**config.mk**
```make
export PLATFORM = sky130hd
export DESIGN_NAME = ram_streamer
export DESIGN_NICKNAME = d
export VERILOG_FILES = /design/src/rtl/ram_streamer_pkg.sv /design/src/rtl/stream_skid_buffer.sv /design/src/rtl/ram_streamer.sv
export SDC_FILE = /design/constraint.sdc
export NUM_CORES = 1
export LEC_CHECK = 0
export BUFFER_PORTS_ARGS = -buffer_cell sky130_fd_sc_hd__buf_2
export CAP_MARGIN = 0
export CORE_MARGIN = 8
export CORE_UTILIZATION = 55
export DETAILED_ROUTE_END_ITERATION = 10
export GPL_ROUTABILITY_DRIVEN = 0
export PLACE_DENSITY = 0.83
export SLEW_MARGIN = 5
export SYNTH_ARGS = -nofsm -noshare
export SYNTH_HDL_FRONTEND = slang
export SYNTH_SLANG_ARGS = --single-unit
export TNS_END_PERCENT = 5
```
**constraint.sdc**
```tcl
create_clock -name Clock -period 2.1 [get_ports Clock]
set_input_delay 0.42 -clock Clock [delete_from_list [all_inputs] [get_ports Clock]]
set_output_delay 0.42 -clock Clock [all_outputs]
set_load 0.005 [all_outputs]
```
**src/rtl/ram_streamer_pkg.sv**
```systemverilog
// Shared definitions for the RAM burst streamer: FSM encodings and skid-buffer depth.
package ram_streamer_pkg;

  typedef enum logic [1:0] {
    ST_IDLE  = 2'd0,
    ST_READ  = 2'd1,
    ST_DRAIN = 2'd2
  } state_t;

  localparam int FIFO_DEPTH = 2;

endpackage

```
**src/rtl/stream_skid_buffer.sv**
```systemverilog
// Two-entry FIFO holding RAM words between the read port and the downstream handshake.
module stream_skid_buffer
  import ram_streamer_pkg::*;
#(
  parameter int DATA_WIDTH = 8
) (
  input  logic                  clk,
  input  logic                  rst,
  input  logic                  push,
  input  logic [DATA_WIDTH-1:0] push_data,
  input  logic                  pop,
  output logic [DATA_WIDTH-1:0] pop_data,
  output logic                  full,
  output logic                  empty
);

  logic [DATA_WIDTH-1:0] mem [FIFO_DEPTH];
  logic                  wr_ptr;
  logic                  rd_ptr;
  logic [1:0]            count;
  logic                  do_push;
  logic                  do_pop;

  assign full     = (count == 2'(FIFO_DEPTH));
  assign empty    = (count == 2'd0);
  assign do_pop   = pop && !empty;
  // A push into a full buffer is only legal when the head leaves on the same edge.
  assign do_push  = push && (!full || do_pop);
  assign pop_data = mem[rd_ptr];

  always_ff @(posedge clk) begin
    if (rst) begin
      for (int i = 0; i < FIFO_DEPTH; i++) mem[i] <= '0;
      wr_ptr <= 1'b0;
      rd_ptr <= 1'b0;
      count  <= 2'd0;
    end else begin
      if (do_push) begin
        mem[wr_ptr] <= push_data;
        wr_ptr      <= ~wr_ptr;
      end
      if (do_pop) rd_ptr <= ~rd_ptr;
      count <= count + 2'(do_push) - 2'(do_pop);
    end
  end

endmodule

```
**src/rtl/ram_streamer.sv**
```systemverilog
// Burst reader: streams Length words from a synchronous RAM read port onto a valid/ready interface.
//   state    | meaning
//   ST_IDLE  | waiting for Start_i; zero-length start only pulses Done_o
//   ST_READ  | issuing reads while buffered + in-flight words leave room
//   ST_DRAIN | all reads issued; waiting for the last word to transfer
module ram_streamer
  import ram_streamer_pkg::*;
#(
  parameter int ADDRESS_WIDTH = 4,
  parameter int DATA_WIDTH    = 8
) (
  input  logic                     Clock,
  input  logic                     Reset,
  input  logic                     Start_i,
  input  logic [ADDRESS_WIDTH-1:0] StartAddress_i,
  input  logic [ADDRESS_WIDTH:0]   Length_i,
  output logic                     RamReadEnable_o,
  output logic [ADDRESS_WIDTH-1:0] RamAddress_o,
  input  logic [DATA_WIDTH-1:0]    RamData_i,
  output logic [DATA_WIDTH-1:0]    Data_o,
  output logic                     Valid_o,
  input  logic                     Ready_i,
  output logic                     Busy_o,
  output logic                     Done_o
);

  localparam logic [ADDRESS_WIDTH:0] LEN_ONE = (ADDRESS_WIDTH+1)'(1);

  state_t                   state;
  state_t                   state_nxt;
  logic                     done_nxt;
  logic                     issue;
  logic                     pop;
  logic                     inflight;
  logic                     fifo_full;
  logic                     fifo_empty;
  logic [1:0]               buffered;
  logic [2:0]               occupancy;
  logic [ADDRESS_WIDTH-1:0] addr;
  logic [ADDRESS_WIDTH:0]   issue_left;
  logic [ADDRESS_WIDTH:0]   xfer_left;

  stream_skid_buffer #(.DATA_WIDTH(DATA_WIDTH)) u_fifo (
    .clk       (Clock),
    .rst       (Reset),
    .push      (inflight),
    .push_data (RamData_i),
    .pop       (pop),
    .pop_data  (Data_o),
    .full      (fifo_full),
    .empty     (fifo_empty)
  );

  assign Valid_o         = !fifo_empty;
  assign pop             = Valid_o && Ready_i;
  assign buffered        = fifo_full ? 2'd2 : (fifo_empty ? 2'd0 : 2'd1);
  assign occupancy       = {1'b0, buffered} + {2'b00, inflight};
  assign RamReadEnable_o = issue;
  assign RamAddress_o    = addr;
  assign Busy_o          = (state != ST_IDLE);

  // A word popped this cycle frees its slot in time for a read issued now.
  always_comb begin
    state_nxt = state;
    done_nxt  = 1'b0;
    issue     = 1'b0;
    case (state)
      ST_IDLE: begin
        if (Start_i) begin
          if (Length_i == '0) done_nxt = 1'b1;
          else                state_nxt = ST_READ;
        end
      end
      ST_READ: begin
        issue = (issue_left != '0) && (occupancy < (3'd2 + {2'b00, pop}));
        if (issue && (issue_left == LEN_ONE)) state_nxt = ST_DRAIN;
      end
      ST_DRAIN: begin
        if (pop && (xfer_left == LEN_ONE)) begin
          state_nxt = ST_IDLE;
          done_nxt  = 1'b1;
        end
      end
      default: state_nxt = ST_IDLE;
    endcase
  end

  always_ff @(posedge Clock) begin
    if (Reset) begin
      state      <= ST_IDLE;
      Done_o     <= 1'b0;
      inflight   <= 1'b0;
      addr       <= '0;
      issue_left <= '0;
      xfer_left  <= '0;
    end else begin
      state    <= state_nxt;
      Done_o   <= done_nxt;
      inflight <= issue;
      if ((state == ST_IDLE) && Start_i && (Length_i != '0)) begin
        addr       <= StartAddress_i;
        issue_left <= Length_i;
        xfer_left  <= Length_i;
      end else begin
        if (issue) begin
          addr       <= addr + ADDRESS_WIDTH'(1);
          issue_left <= issue_left - LEN_ONE;
        end
        if (pop) xfer_left <= xfer_left - LEN_ONE;
      end
    end
  end

endmodule
```
-- Word-level counts from Yosys, hierarchy flattened
Memory sizes are Yosys's and may differ from the RTL's. A register that Yosys moved wholly into a read port is not among the register bits.
Index checks and enable logic that the tools add are counted.
- register bits: 22
- latch bits: 0
- RAM bits: 16
- memory bits (read-only): 0
- memories kept: 1
- add/subtract/negate cells: 7
- multipliers: 0
- divide/modulo/power cells: 0
- order comparisons: 1
- equal/unequal tests: 9
- shift operators: 0
- multiplexer cells: 28
- bitwise logic cells: 2
- reduce and logical (&&, ||, !) cells: 21
- memory list (name ; words ; bits a word ; rd ports ; clocked after Yosys merged registers in ; write ports ; line ; text):
    u_fifo.mem ; 2 ; 8 ; 1 ; 1 ; 2 ; stream_skid_buffer.sv:17 ; logic [DATA_WIDTH-1:0] mem [FIFO_DEPTH];
- operators with widths (kind ; count):
    2-to-1 mux 5 bit ; 4
    2-to-1 mux 1 bit ; 14
    == test 5 x 1 -> 1 bit (second input constant) ; 2
    2-to-1 mux 2 bit ; 5
    nonzero test 5 bit ; 2
    subtractor 5 x 1 -> 5 bit (second input constant) ; 2
    logical AND 1 bit ; 8
    2-to-1 mux 4 bit ; 2
    2-to-1 mux 8 bit ; 1
    inequality test 2 bit (second input constant) ; 4
    OR reduction 8 bit ; 1
    case mux 2 bit (3 select lines) ; 1
    nonzero test 2 bit ; 3
    zero test 5 bit ; 1
    adder 4 x 1 -> 4 bit (second input constant) ; 1
    == test 2 bit (second input constant) ; 2
    zero test 2 bit ; 2
    AND reduction 4 bit ; 1
    adder 2 x 1 -> 3 bit ; 1
    adder 2 x 1 -> 3 bit (first input constant) ; 1
    < comparator 3 bit ; 1
    adder 2 x 1 -> 2 bit ; 1
    == test 2 x 1 -> 1 bit (second input constant) ; 1
    zero test 1 bit ; 2
    other kinds (4) ; 5

-- Depth between registers and ports, before layout
Gate-level depths: netlist (run 1).
- depth in word-level cells: 11
- gate-level depth with buffers: 8

-- Modules after synthesis
A second synthesis (run 1) with hierarchy kept.
- cells, all modules: 195
- area total of the unflattened synthesis: 2028.2 um^2
- modules (own cells, without submodules) (module ; instances ; cells an instance ; area each (um^2) ; seq. area each (um^2)):
    ram_streamer ; 1 ; 122 ; 1034.7 ; 360.3
    stream_skid_buffer ; 1 ; 73 ; 993.5 ; 580.6

-- Worst setup path before layout (run 1)
OpenSTA, ideal clock, no wires.
- path type: flip-flop to flip-flop
- start: register u_fifo.count[0]
- end: register addr[1] (netlist: RamAddress_o[1])
- library setup time: 0.132 ns
- arrival: 1.706 ns
- path slack: 0.261 ns
- stages on the path, launching flop included: 8
- path buffers: 1
- clock period less this slack: 1.839 ns
- path through: dfxtp_1 > clkbuf_1 > ha_1 > nor3b_2 > o32ai_2 > nor3_4 > mux2i_1 > a211oi_2
- word-level cells in the longest chain between the ends: 8
- RTL lines (element ; line ; text):
    from (decl) ; stream_skid_buffer.sv:20 ; logic [1:0] count;
    from (signal assigned) ; stream_skid_buffer.sv:43 ; count <= count + 2'(do_push) - 2'(do_pop);
    zero test 2 bit ; stream_skid_buffer.sv:25 ; assign empty = (count == 2'd0);
    2-to-1 mux 1 bit / zero test 1 bit (equally long branches) ; ram_streamer.sv:56, ram_streamer.sv:54 ;
    2-to-1 mux 2 bit / logical AND 1 bit (equally long branches) ; ram_streamer.sv:56, ram_streamer.sv:55 ;
    adder 2 x 1 -> 3 bit (on tied branches) ; ram_streamer.sv:57, ram_streamer.sv:75 ;
    < comparator 3 bit (*) ; ram_streamer.sv:75 ; issue = (issue_left != '0) && (occupancy < (3'd2 + {2'b00, pop}));
    logical AND 1 bit (*) ; ram_streamer.sv:75 ;
    2-to-1 mux 1 bit (*) ; ram_streamer.sv:67 ; case (state)
    via RamReadEnable_o ; ram_streamer.sv:17 ; output logic RamReadEnable_o,
    nonzero test 2 bit (no source line) (*) ; - ;
    to (signal assigned) ; ram_streamer.sv:101 ; addr <= StartAddress_i;
    to (signal assigned) ; ram_streamer.sv:106 ; addr <= addr + ADDRESS_WIDTH'(1);
    to (decl) ; ram_streamer.sv:39 ; logic [ADDRESS_WIDTH-1:0] addr;
The timed path passes the listed nets; every way through them passes the cells marked *.
A chain may end at the register's enable or synchronous reset.

-- Worst setup path after layout (run 1)
- start: register u_fifo.count[0]
- end: output RamReadEnable_o
- word-level cells in the longest chain between the ends: 7
- RTL lines (element ; line):
    zero test 2 bit ; stream_skid_buffer.sv:25
    2-to-1 mux 1 bit / zero test 1 bit (equally long branches) ; ram_streamer.sv:56, ram_streamer.sv:54
    2-to-1 mux 2 bit / logical AND 1 bit (equally long branches) ; ram_streamer.sv:56, ram_streamer.sv:55
    adder 2 x 1 -> 3 bit (on tied branches) ; ram_streamer.sv:57, ram_streamer.sv:75
    < comparator 3 bit (*) ; ram_streamer.sv:75
    logical AND 1 bit (*) ; ram_streamer.sv:75
    2-to-1 mux 1 bit (*) ; ram_streamer.sv:67
    to (decl) ; ram_streamer.sv:17
Mark *: on every way between the ends. The rest lies on a longest branch, timed or not.

==> results by group, run 1 <==
Hold path
  • Hold WC Path Type: input pin to flop
  • Hold depth: 3
  • Hold Startpoint: StartAddress_i[0]
  • Worst Hold End: RamAddress_o[0]$_SDFFE_PP0P_

Synth
  • Adder-cell share of the synthesized area: 0.05607
  • Netlist cell types: 49
  • Leading area contributor after synthesis: edfxtp_1
  • Syn Area/Cell: 10.14 um2
  • Post-Synthesis Cells: 198
  • Area contributors post-synth: edfxtp_1, dfxtp_1, ha_1
  • Register area share after synthesis: 0.4685
  • Post-synthesis simple-gate area fraction: 0.2174
  • Main synth FF type: dfxtp_1
  • XOR/XNOR share of the synthesized area: 0.03489
  • Synthesized netlist net count: 228
  • Number of synthesized flops with an enable pin: 16
  • Most frequent cells after synthesis: dfxtp_1, and2_1, edfxtp_1
  • Synthesized area: 0.002008 mm2
  • Largest family of logic cells by synthesized area: simple AND/OR/NAND/NOR gates
  • Post-synthesis compound-gate area fraction: 0.1321
  • Mux contribution to synthesized area: 0.05483
  • Count leader, synth: dfxtp_1
  • Ys async rst share: 0
  • Syn. warnings: 0
  • Yosys reg bits: 39
  • Share of the synthesized area in the top cell type: 0.2393

Worst setup path
  • Setup CP Type: flop to primary output
  • Slowest stage delay, CP: 0.36 ns
  • Crit-path leading delay family: simple AND/OR/NAND/NOR gates
  • R2R cell count: 4
  • RR Startpoint: u_fifo.count[0]$_SDFF_PP0_
  • Worst Path Buf+Inv: 1
  • CP startpoint kind: flop
  • Reg-to-reg setup timing slack: 0.15 ns
  • Critical-path top delay cell: dfxtp_2
  • RR Endpoint: u_fifo.mem[1][4]$_SDFFCE_PN0P_
  • Crit path cell chain: ha_4, nor3b_4, o32ai_4, nor3_4, buf_2
  • CP arrival: 1.61 ns
  • Critical Path RT: 1.68 ns
  • Worst setup EP type: primary output
  • Crit path max fanout: 2

Finish
  • Nets@finish: 277
  • Area occupied by multi-input gates: 0.001027 mm2
  • FF+latch area: 944.7 um2
  • Filler cell count: 291
  • Final Util: 0.6720
  • Antenna cells: 0
  • P&R area growth vs syn: 19.75%
  • Share of cells above drive strength 1: 0.3226

Global routing
  • Gr usage total: 0.1512
  • Vias in the first global route: 1,607
  • Largest net degree at the start of global routing: 29
  • GRT Residual Overflow: 0
  • Initial antenna violation count: 0
  • Global-route wire length before repair: 7.389 mm

Power and ir drop
  • Power share of the clock group: 0.176
  • P per Cell Area: 876.9 mW/mm2
  • Sequential share of power: 0.472
  • Leakage: 1.007 nW
  • Net Sw Power: 0.7093 mW
  • VDD IR max: 0.6485 mV
  • Combinational Power Share: 0.352
  • Sw Ratio: 0.3363
  • Power Internal: 1.400 mW

Timing
  • Headroom to the max-slew limit: 0.4623
  • Fmax: 493.3 MHz
  • Setup violators final: 0
  • Crit share post-route: 0.9653
  • RSZ-0062 raised after global routing: false
  • Hold Vio Cnt, Final: 0
  • Clock Skew: 0.009642 ns
  • Setup TNS Final: 0 ns
  • Final Max Tran Viols: 0
  • Worst Max-Slew Pin Slew: 0.8048 ns
  • Final Critical Period: 2.027 ns

Floorplan
  • Die ar.: 0.005841 mm2
  • Die height: 76.43 um
  • Die width: 76.43 um
  • # rows: 22
  • Core ar.: 0.003578 mm2
  • Num ports: 37
  • Initial Util: 0.5612

Detailed routing
  • Vias per Instance: 5.493
  • DRT iter0 DRCs: 120
  • Total wire length: 4.247 mm
  • Routed WL per cell: 14.35 um
  • DRT Pass-1 Iters: 4
  • Routed Antenna Nets: 0
  • Via count: 1,626
  • DRC violations left: 0

Clock tree
  • H-tree Lvls: 2
  • CTS clock-pin slew for the worst setup and hold paths: 0.12 ns
  • Clk root buf: clkbuf_4
  • Clock sinks: 39
  • TritonCTS clock tree: built
  • Clock latency on the worst-skew pair: 0.34 ns
  • Worst-case clock buffer depth: 2
  • Cts bufs inserted: 5

Placement
  • Port bufs: 36
  • DP Wirelength: 3.150 mm

Flow run
  • Max-cap violations: 0

Outcome
  • Status: complete, no violations
## final cells by class
type                    instances  area share
flip-flops and latches         39      0.3928
multi-input cells             142      0.4272
clock buffers                   5     0.01561
repair buffers                 49      0.1155
inverters                      10     0.01561
clock inverters                 3    0.008325
well taps                      48     0.02497
## state kept, by name (all words and copies together) (netlist names), named ones only
| name | cells |
|---|---|
| issue_left | 5 |
| u_fifo.rd_ptr | 1 |
| state | 2 |
| u_fifo.count | 2 |
| u_fifo.wr_ptr | 1 |
| inflight | 1 |
| RamAddress_o | 4 |
| Done_o | 1 |
| u_fifo.mem | 16 |
| xfer_left | 5 |
## stage by stage
| stage | hold WS, ns | area (um2) | instances | setup slack [ns] | total power [mW] |
|---|---|---|---|---|---|
| 2_1_floorplan | 0.4725 | 2008 | 198 | 0.2613 | 1.475 |
| 3_3_place_gp | 0.4826 | 2273 | 283 | 0.2483 | 1.662 |
| 3_5_place_dp | 0.4937 | 2273 | 283 | 0.1512 | 1.687 |
| 4_1_cts | 0.2913 | 2404 | 296 | -0.003190 | 2.123 |
| 5_1_grt | 0.2971 | 2405 | 296 | 0.002807 | 2.261 |
| 6_report | 0.3114 | 2405 | 296 | 0.07287 | 2.109 |
## cells by family after synthesis
logic type               after synthesis
AND/OR/NAND/NOR                       78
flip-flops                            39
AO/OA/AOI/OAI                         37
buffers and inverters                 17
multiplexers                          10
adder cells (fa/ha/maj)                9
XOR/XNOR                               8
## worst max path at each step
stage                                           from                             end  slack [ns]  depth (start not counted)
after detailed placement                     Ready_i  u_fifo.mem[1][6]$_SDFFCE_PN0P_        0.15                          4
after global placement           inflight$_SDFF_PP0_                 RamReadEnable_o        0.25                          5
after CTS                 u_fifo.count[0]$_SDFF_PP0_                 RamReadEnable_o      -0.003                          5
after floorplan           u_fifo.count[0]$_SDFF_PP0_    RamAddress_o[1]$_SDFFE_PP0P_        0.26                          7
after global routing      u_fifo.count[0]$_SDFF_PP0_  u_fifo.mem[1][4]$_SDFFCE_PN0P_       0.003                          4
final                     u_fifo.count[0]$_SDFF_PP0_                 RamReadEnable_o        0.07                          5
## power groups by stage
stage	registers (mW)	clock network [mW]	logic, mW
global placement	1.00	0	0.660
floorplan	0.974	0	0.502
global route	1.02	0.420	0.824
detailed placement	1.01	0	0.677
CTS	0.995	0.386	0.743
finish	0.995	0.371	0.742
## repair_timing
item,in CTS,in global routing
setup endpoints to repair,1,3
resized for setup,6,1
buffers inserted,5,0
pin swaps,4,3
hold buffers,0,0
## layout by cell type, fill, tap and decap left out, types with 3 or more instances in the layout
cell type and instances:
dfxtp_2 3, dfxtp_1 20, a211oi_1 3, mux2_2 8, edfxtp_1 16, and2_1 16, o21ai_0 4, buf_4 13
clkbuf_4 5, nor3_1 7, nand2_1 13, nor4_1 6, xnor2_1 3, inv_1 10, or2_2 3, ha_1 8
nor2_1 15, buf_2 36, xor2_1 5, a21oi_1 10
## worst reg2reg max path: stages, from the launching register on
cell     delay (ns)
dfxtp_2        0.37
buf_4          0.16
o31ai_1        0.10
nor3b_1        0.67
or2_2          0.36
## metal layers
| metal | global-route usage | part of all wire |
|---|---|---|
| met5 | 0 | 0 |
| met4 | 0.06923 | 0.022 |
| met3 | 0.03774 | 0.049 |
| met2 | 0.2588 | 0.48 |
| met1 | 0.1722 | 0.44 |
Power figures use the tool's default switching activity.
==> run 2: changes to the inputs <==
- GPL_TIMING_DRIVEN: not set -> 0
- clock period: 2.1 -> 2.2 ns (I/O delays scaled with it)
==> run 2 against run 1 <==
  * Combinational power is 1% lower
  * Setup slack got worse by 0.0010 ns
  * Sequential cell count unchanged
  * Clock power up 57%
  * First-iteration DRC count fell by 27%
  * Global-route usage hardly changed
==> results by group, run 2 (synthesized netlist as in run 1, its figures left out) <==
Floorplan
  • Die width: 76.43 um (unchanged)
  • Core ar.: 0.003578 mm2 (unchanged)
  • Die ar.: 0.005841 mm2 (unchanged)
  • # rows: 22 (unchanged)
  • Num ports: 37 (unchanged)
  • Die height: 76.43 um (unchanged)
  • Initial Util: 0.5612 (unchanged)

Outcome
  • Status: complete, no violations (unchanged)

Finish
  • Final Util: 0.6790 (was 0.6720)
  • Most common cell after layout, fill and taps aside: buf_2 (unchanged)
  • Area occupied by multi-input gates: 0.001036 mm2 (was 0.001027 mm2)
  • FF+latch area: 945.9 um2 (was 944.7 um2)
  • Antenna cells: 0 (unchanged)
  • Share of cells above drive strength 1: 0.3008 (was 0.3226)
  • Largest register by flop count: u_fifo.mem (unchanged)
  • Nets@finish: 275 (was 277)
  • P&R area growth vs syn: 21.00% (was 19.75%)
  • Top flop regs: u_fifo.mem (16), issue_left (5), xfer_left (5) (unchanged)
  • Design Area, Final: 0.002430 mm2 (was 0.002405 mm2)
  • Max reg flops: 16 (unchanged)
  • Most frequent cells in the layout: buf_2, dfxtp_1, and2_1, edfxtp_1, nor2_1 (unchanged)
  • Filler cell count: 281 (was 291)

Worst setup path
  • Setup CP Type: flop to primary output (unchanged)
  • Reg-to-reg setup timing slack: 0.10 ns (was 0.15 ns)
  • CP arrival: 1.69 ns (was 1.61 ns)
  • R2R cell count: 4 (unchanged)
  • Worst setup EP type: primary output (unchanged)
  • Crit path max fanout: 2 (unchanged)
  • RR Endpoint: u_fifo.mem[1][3]$_SDFFCE_PN0P_ (was u_fifo.mem[1][4]$_SDFFCE_PN0P_)
  • RR Startpoint: u_fifo.count[0]$_SDFF_PP0_ (unchanged)
  • CP startpoint kind: flop (unchanged)
  • Critical Path RT: 1.76 ns (was 1.68 ns)

Timing
  • Setup TNS Final: 0 ns (unchanged)
  • Final Critical Period: 2.128 ns
  • Clock Skew: 0.003540 ns (was 0.009642 ns)
  • Headroom to the max-slew limit: 0.4110 (was 0.4623)
  • Final Max Tran Viols: 0 (unchanged)
  • Final WS setup: 0.07188 ns (was 0.07287 ns)
  • Fmax: 469.9 MHz
  • Worst Max-Slew Pin Slew: 0.8815 ns (was 0.8048 ns)
  • Setup violators final: 0 (unchanged)
  • Crit share post-route: 0.9673
  • Hold Vio Cnt, Final: 0 (unchanged)

Detailed routing
  • Vias per Instance: 5.670 (was 5.493)
  • DRT Pass-1 Iters: 5 (was 4)
  • Routed WL per cell: 15.55 um (was 14.35 um)
  • Via count: 1,667 (was 1,626)
  • DRC violations left: 0 (unchanged)
  • DRT iter0 DRCs: 88 (was 120)
  • Routed Antenna Nets: 0 (unchanged)
  • Total wire length: 4.571 mm (was 4.247 mm)

Placement
  • Port bufs: 36 (unchanged)
  • DP Wirelength: 3.264 mm (was 3.150 mm)
  • Pre-CTS setup slack: 0.03133 ns (was 0.1512 ns)
  • Dpl cell area: 0.002248 mm2 (was 0.002273 mm2)

Global routing
  • Initial antenna violation count: 0 (unchanged)
  • Gr usage total: 0.1515 (was 0.1512)
  • Global-route wire length before repair: 7.410 mm (was 7.389 mm)
  • Vias in the first global route: 1,596 (was 1,607)
  • GRT Residual Overflow: 0 (unchanged)
  • Largest net degree at the start of global routing: 13 (was 29)

Clock tree
  • Worst-case clock buffer depth: 2 (unchanged)
  • H-tree Lvls: 2 (unchanged)
  • Cts bufs inserted: 5 (unchanged)
  • Clk root buf: clkbuf_4 (unchanged)
  • TritonCTS clock tree: built (unchanged)
  • CTS Hold Bufs: 0 (unchanged)
  • Clock latency on the worst-skew pair: 0.33 ns (was 0.34 ns)
  • CTS clock-pin slew for the worst setup and hold paths: 0.11 ns (was 0.12 ns)
  • Clock sinks: 39 (unchanged)

Hold path
  • Hold depth: 3 (unchanged)
  • Hold Startpoint: StartAddress_i[0] (unchanged)
  • Hold WC Path Type: input pin to flop (unchanged)
  • Worst Hold End: RamAddress_o[0]$_SDFFE_PP0P_ (unchanged)

Power and ir drop
  • Power Internal: 1.566 mW (was 1.400 mW)
  • Sequential share of power: 0.416 (was 0.472)
  • VDD IR max: 0.4670 mV (was 0.6485 mV)
  • Leakage: 1.007 nW (about the same)
  • Sw Ratio: 0.3058 (was 0.3363)
  • Power share of the clock group: 0.259 (was 0.176)
  • P per Cell Area: 928.2 mW/mm2 (was 876.9 mW/mm2)
  • Combinational Power Share: 0.325 (was 0.352)
  • Net Sw Power: 0.6898 mW (was 0.7093 mW)

Flow run
  • Max-cap violations: 0 (unchanged)
-- run 2: changes by cell type in the layout (fill, tap and decap cells not counted), sizes merged --
cell and delta:
buf -4, clkbuf +3, clkinv -1, clkinvlp -2
bufinv +2
-- run 2: what timing repair did --
action | in CTS | in global routing
endpoints found under the setup margin | 1 | 10
gates cloned | 0 | 0
resized for setup | 6 | 3
pin swaps | 4 | 1
setup buffers | 5 | 0
-- run 2: layer usage --
| layer | GRT usage | part of all wire | routed length [um] | vias to the layer above |
|---|---|---|---|---|
| met5 | 0 | 0 | 0 | - |
| li1 | - | - | - | 803 |
| met2 | 0.2476 | 0.47 | 2154 | 71 |
| met3 | 0.04481 | 0.071 | 323 | 10 |
| met1 | 0.1825 | 0.44 | 2009 | 783 |
| met4 | 0.05769 | 0.018 | 83 | 0 |
-- run 2: worst max-delay path: stages (launching register included) --
cell,delay (ns)
dfxtp_4,0.37
ha_4,0.25
nor3b_4,0.23
o32ai_4,0.14
nor3_4,0.21
buf_2,0.15
-- run 2: worst max path at each step --
stage                          startpoint                        endpoint  cells after the start
2_1_floorplan  u_fifo.count[0]$_SDFF_PP0_    RamAddress_o[1]$_SDFFE_PP0P_                      7
3_3_place_gp                        Reset  u_fifo.mem[0][6]$_SDFFCE_PN0P_                      4
3_5_place_dp                        Reset  u_fifo.mem[0][1]$_SDFFCE_PN0P_                      4
4_1_cts               inflight$_SDFF_PP0_                 RamReadEnable_o                      5
5_1_grt        u_fifo.count[1]$_SDFF_PP0_  u_fifo.mem[1][3]$_SDFFCE_PN0P_                      4
6_report       u_fifo.count[0]$_SDFF_PP0_                 RamReadEnable_o                      5
-- run 2: cell type report --
| cell class | instances | area share |
|---|---|---|
| Sequential cell | 39 | 0.3893 |
| Inverter | 10 | 0.01545 |
| Clock buffer | 6 | 0.01699 |
| Buffer | 6 | 0.01287 |
| Tap cell | 48 | 0.02472 |
| Multi-Input combinational cell | 142 | 0.4264 |
| Clock inverter | 2 | 0.02472 |
| Timing Repair Buffer | 41 | 0.08960 |
-- run 2: stage by stage --
stage	instances	hold WS (ns)	total power, mW
after global placement	282	0.4865	1.581
after floorplan	198	0.4725	1.408
after global routing	294	0.3386	2.385
after CTS	294	0.3298	2.248
final	294	0.3368	2.255
after detailed placement	282	0.4835	1.602
-- run 2: power groups by stage --
stage | combinational [mW] | clock (mW) | sequential [mW]
after global placement | 0.637 | 0 | 0.944
after detailed placement | 0.652 | 0 | 0.950
final | 0.734 | 0.584 | 0.937
after global routing | 0.812 | 0.622 | 0.951
after CTS | 0.718 | 0.596 | 0.934
after floorplan | 0.479 | 0 | 0.929
==> run 3: changes to the inputs <==
- CELL_PAD_IN_SITES_DETAIL_PLACEMENT: not set -> 2
- CELL_PAD_IN_SITES_GLOBAL_PLACEMENT: not set -> 2
- CORE_UTILIZATION: 55 -> 31
- PLACE_DENSITY: 0.83 -> 0.79
- SKIP_CTS_REPAIR_TIMING: not set -> 1
- clock period: 2.2 -> 1.7 ns (I/O delays scaled with it)
==> run 3 against run 2 <==
  * The run now ends with negative setup slack left
  * Worst hold slack worse by 0.033 ns
  * First-iteration DRC count down 40%
  * Core utilization down 27 points
  * Sequential share of layout area down 2.4 points
  * Design area up 6.4%
  * Sequential power up 31%
  * Clock power up 57%
  * Sequential cell count unchanged
  * Clock skew up 0.00058 ns
  * Count of clock-buffer cells in the layout unchanged
  * Power up 41%
  * Critical path type unchanged
  * Largest cell class unchanged
  * Largest power group unchanged
==> results by group, run 3 (synthesized netlist as in run 1, its figures left out) <==
Timing
  • Setup violators final: 38 (was 0)
  • Final Max Tran Viols: 0 (unchanged)
  • Crit share post-route: 1.307
  • Hold Vio Cnt, Final: 0 (unchanged)
  • Worst Max-Slew Pin Slew: 0.8069 ns (was 0.8815 ns)
  • Final Critical Period: 2.222 ns
  • Headroom to the max-slew limit: 0.4579 (was 0.4110)
  • Fmax: 450.1 MHz
  • RSZ-0062 raised after global routing: true
  • Final WS setup: -0.5215 ns (was 0.07188 ns)
  • Clock Skew: 0.004124 ns (was 0.003540 ns)

Worst setup path
  • Critical-path top delay cell: dfxtp_4 (unchanged)
  • Setup CP Type: flop to primary output (unchanged)
  • Crit-path leading delay family: simple AND/OR/NAND/NOR gates (unchanged)
  • Critical Path RT: 1.36 ns (was 1.76 ns)
  • Crit path cell chain: buf_6, ha_4, nor3b_4, o32ai_4, nor3_4, buf_2 (was ha_4, nor3b_4, o32ai_4, nor3_4, buf_2)
  • Worst Path Buf+Inv: 2 (was 1)
  • CP arrival: 1.88 ns (was 1.69 ns)
  • RR Endpoint: RamAddress_o[1]$_SDFFE_PP0P_ (was u_fifo.mem[1][3]$_SDFFCE_PN0P_)
  • Crit path max fanout: 7 (was 2)
  • CP startpoint kind: flop (unchanged)
  • Slowest stage delay, CP: 0.38 ns (was 0.37 ns)
  • RR Startpoint: u_fifo.count[0]$_SDFF_PP0_ (unchanged)
  • Worst setup EP type: primary output (unchanged)
  • Reg-to-reg setup timing slack: -0.40 ns (was 0.10 ns)
  • R2R cell count: 9 (was 4)

Hold path
  • Hold depth: 3 (unchanged)
  • Hold Startpoint: StartAddress_i[0] (unchanged)
  • Hold WC Path Type: input pin to flop (unchanged)
  • Worst Hold End: RamAddress_o[0]$_SDFFE_PP0P_ (unchanged)

Power and ir drop
  • P per Cell Area: 1233 mW/mm2 (was 928.2 mW/mm2)
  • Overall power: 3.188 mW (was 2.255 mW)
  • Leakage: 1.060 nW (was 1.007 nW)
  • VDD IR max: 0.5107 mV (was 0.4670 mV)

Finish
  • Most frequent cells in the layout: buf_2, dfxtp_1, and2_1, edfxtp_1, nor2_1 (unchanged)
  • Final Util: 0.4094 (was 0.6790)
  • Antenna cells: 0 (unchanged)
  • Share of cells above drive strength 1: 0.3452 (was 0.3008)
  • Top flop regs: u_fifo.mem (16), issue_left (5), xfer_left (5) (unchanged)
  • Largest register by flop count: u_fifo.mem (unchanged)
  • Most common cell after layout, fill and taps aside: buf_2 (unchanged)
  • P&R area growth vs syn: 28.72% (was 21.00%)
  • Max reg flops: 16 (unchanged)
  • Nets@finish: 281 (was 275)

Floorplan
  • Num ports: 37 (unchanged)
  • Initial Util: 0.3181 (was 0.5612)
  • Core ar.: 0.006314 mm2 (was 0.003578 mm2)
  • # rows: 29 (was 22)
  • Die width: 96.49 um (was 76.43 um)
  • Die height: 96.49 um (was 76.43 um)
  • Die ar.: 0.009309 mm2 (was 0.005841 mm2)

Placement
  • DP Wirelength: 4.392 mm (was 3.264 mm)
  • Port bufs: 36 (unchanged)

Clock tree
  • TritonCTS clock tree: built (unchanged)
  • H-tree Lvls: 2 (unchanged)
  • Clk root buf: clkbuf_8 (was clkbuf_4)
  • Clock latency on the worst-skew pair: 0.29 ns (was 0.33 ns)
  • Cts bufs inserted: 5 (unchanged)
  • Clock sinks: 39 (unchanged)
  • Worst-case clock buffer depth: 2 (unchanged)
  • CTS clock-pin slew for the worst setup and hold paths: 0.08 ns (was 0.11 ns)

Global routing
  • Initial antenna violation count: 0 (unchanged)
  • Global-route wire length before repair: 9.466 mm (was 7.410 mm)
  • Vias in the first global route: 1,900 (was 1,596)
  • GRT Residual Overflow: 0 (unchanged)
  • Gr usage total: 0.1328 (was 0.1515)
  • Largest net degree at the start of global routing: 13 (unchanged)

Detailed routing
  • Routed Antenna Nets: 0 (unchanged)
  • Via count: 1,715 (was 1,667)
  • Routed WL per cell: 18.28 um (was 15.55 um)
  • Vias per Instance: 5.213 (was 5.670)
  • DRT Pass-1 Iters: 3 (was 5)
  • DRC violations left: 0 (unchanged)
  • DRT iter0 DRCs: 53 (was 88)
  • Total wire length: 6.014 mm (was 4.571 mm)

Outcome
  • Failing checks: negative setup slack
  • Status: complete, but fails checks (was complete, no violations)

Flow run
  • Max-cap violations: 0 (unchanged)
## run 3: cell type report
type	instances	area [um2]
Clock inverter	2	60.06
Timing Repair Buffer	46	255.2
Sequential cell	39	944.7
Multi-Input combinational cell	142	1075
Tap cell	77	96.34
Buffer	7	43.79
Fill cell	691	3729
Inverter	10	37.54
Clock buffer	6	72.57
## run 3: routing by layer
layer | up-vias | GRT usage | wire length [um]
li1 | 813 | - | -
met1 | 850 | 0.1396 | 2520
met2 | 44 | 0.2492 | 3064
met3 | 8 | 0.03787 | 346
met4 | 0 | 0.03909 | 83
met5 | - | 0 | 0
## run 3: power by group
part	total, mW	internal, mW	switching (mW)	leakage (nW)
logic	1.04	0.506	0.539	0.638
clock network	0.919	0.587	0.332	0.0654
registers	1.23	1.11	0.120	0.356
## run 3: stage by stage
stage	setup TNS [ns]	instances	hold slack [ns]	instance area, um2	setup WS (ns)
finish	-7.398	329	0.3041	2585	-0.5215
global route	-11.84	329	0.3304	2585	-0.5725
CTS	-16.98	319	0.2786	2417	-0.7980
detailed placement	-16.95	311	0.4844	2285	-0.5873
global placement	-13.91	311	0.4878	2285	-0.5438
floorplan	-0.4279	198	0.4725	2008	-0.1387
## run 3: worst max path at each step
stage	cells after the start	slack, ns	from	to
final	6	-0.52	u_fifo.count[0]$_SDFF_PP0_	RamReadEnable_o
after global routing	6	-0.57	u_fifo.count[0]$_SDFF_PP0_	RamReadEnable_o
after CTS	6	-0.80	u_fifo.count[0]$_SDFF_PP0_	RamReadEnable_o
after detailed placement	4	-0.59	Reset	u_fifo.mem[0][3]$_SDFFCE_PN0P_
after global placement	4	-0.54	Reset	u_fifo.mem[0][3]$_SDFFCE_PN0P_
after floorplan	7	-0.14	u_fifo.count[0]$_SDFF_PP0_	RamAddress_o[1]$_SDFFE_PP0P_
## run 3: worst reg2reg max path: stages (launching register included)
cell and delay, ns:
dfxtp_4 0.38, buf_6 0.12, ha_4 0.22, nor3b_4 0.26, o32ai_4 0.17, nor3_4 0.27
buf_4 0.17, buf_4 0.11, mux2i_2 0.20, a211oi_2 0.08
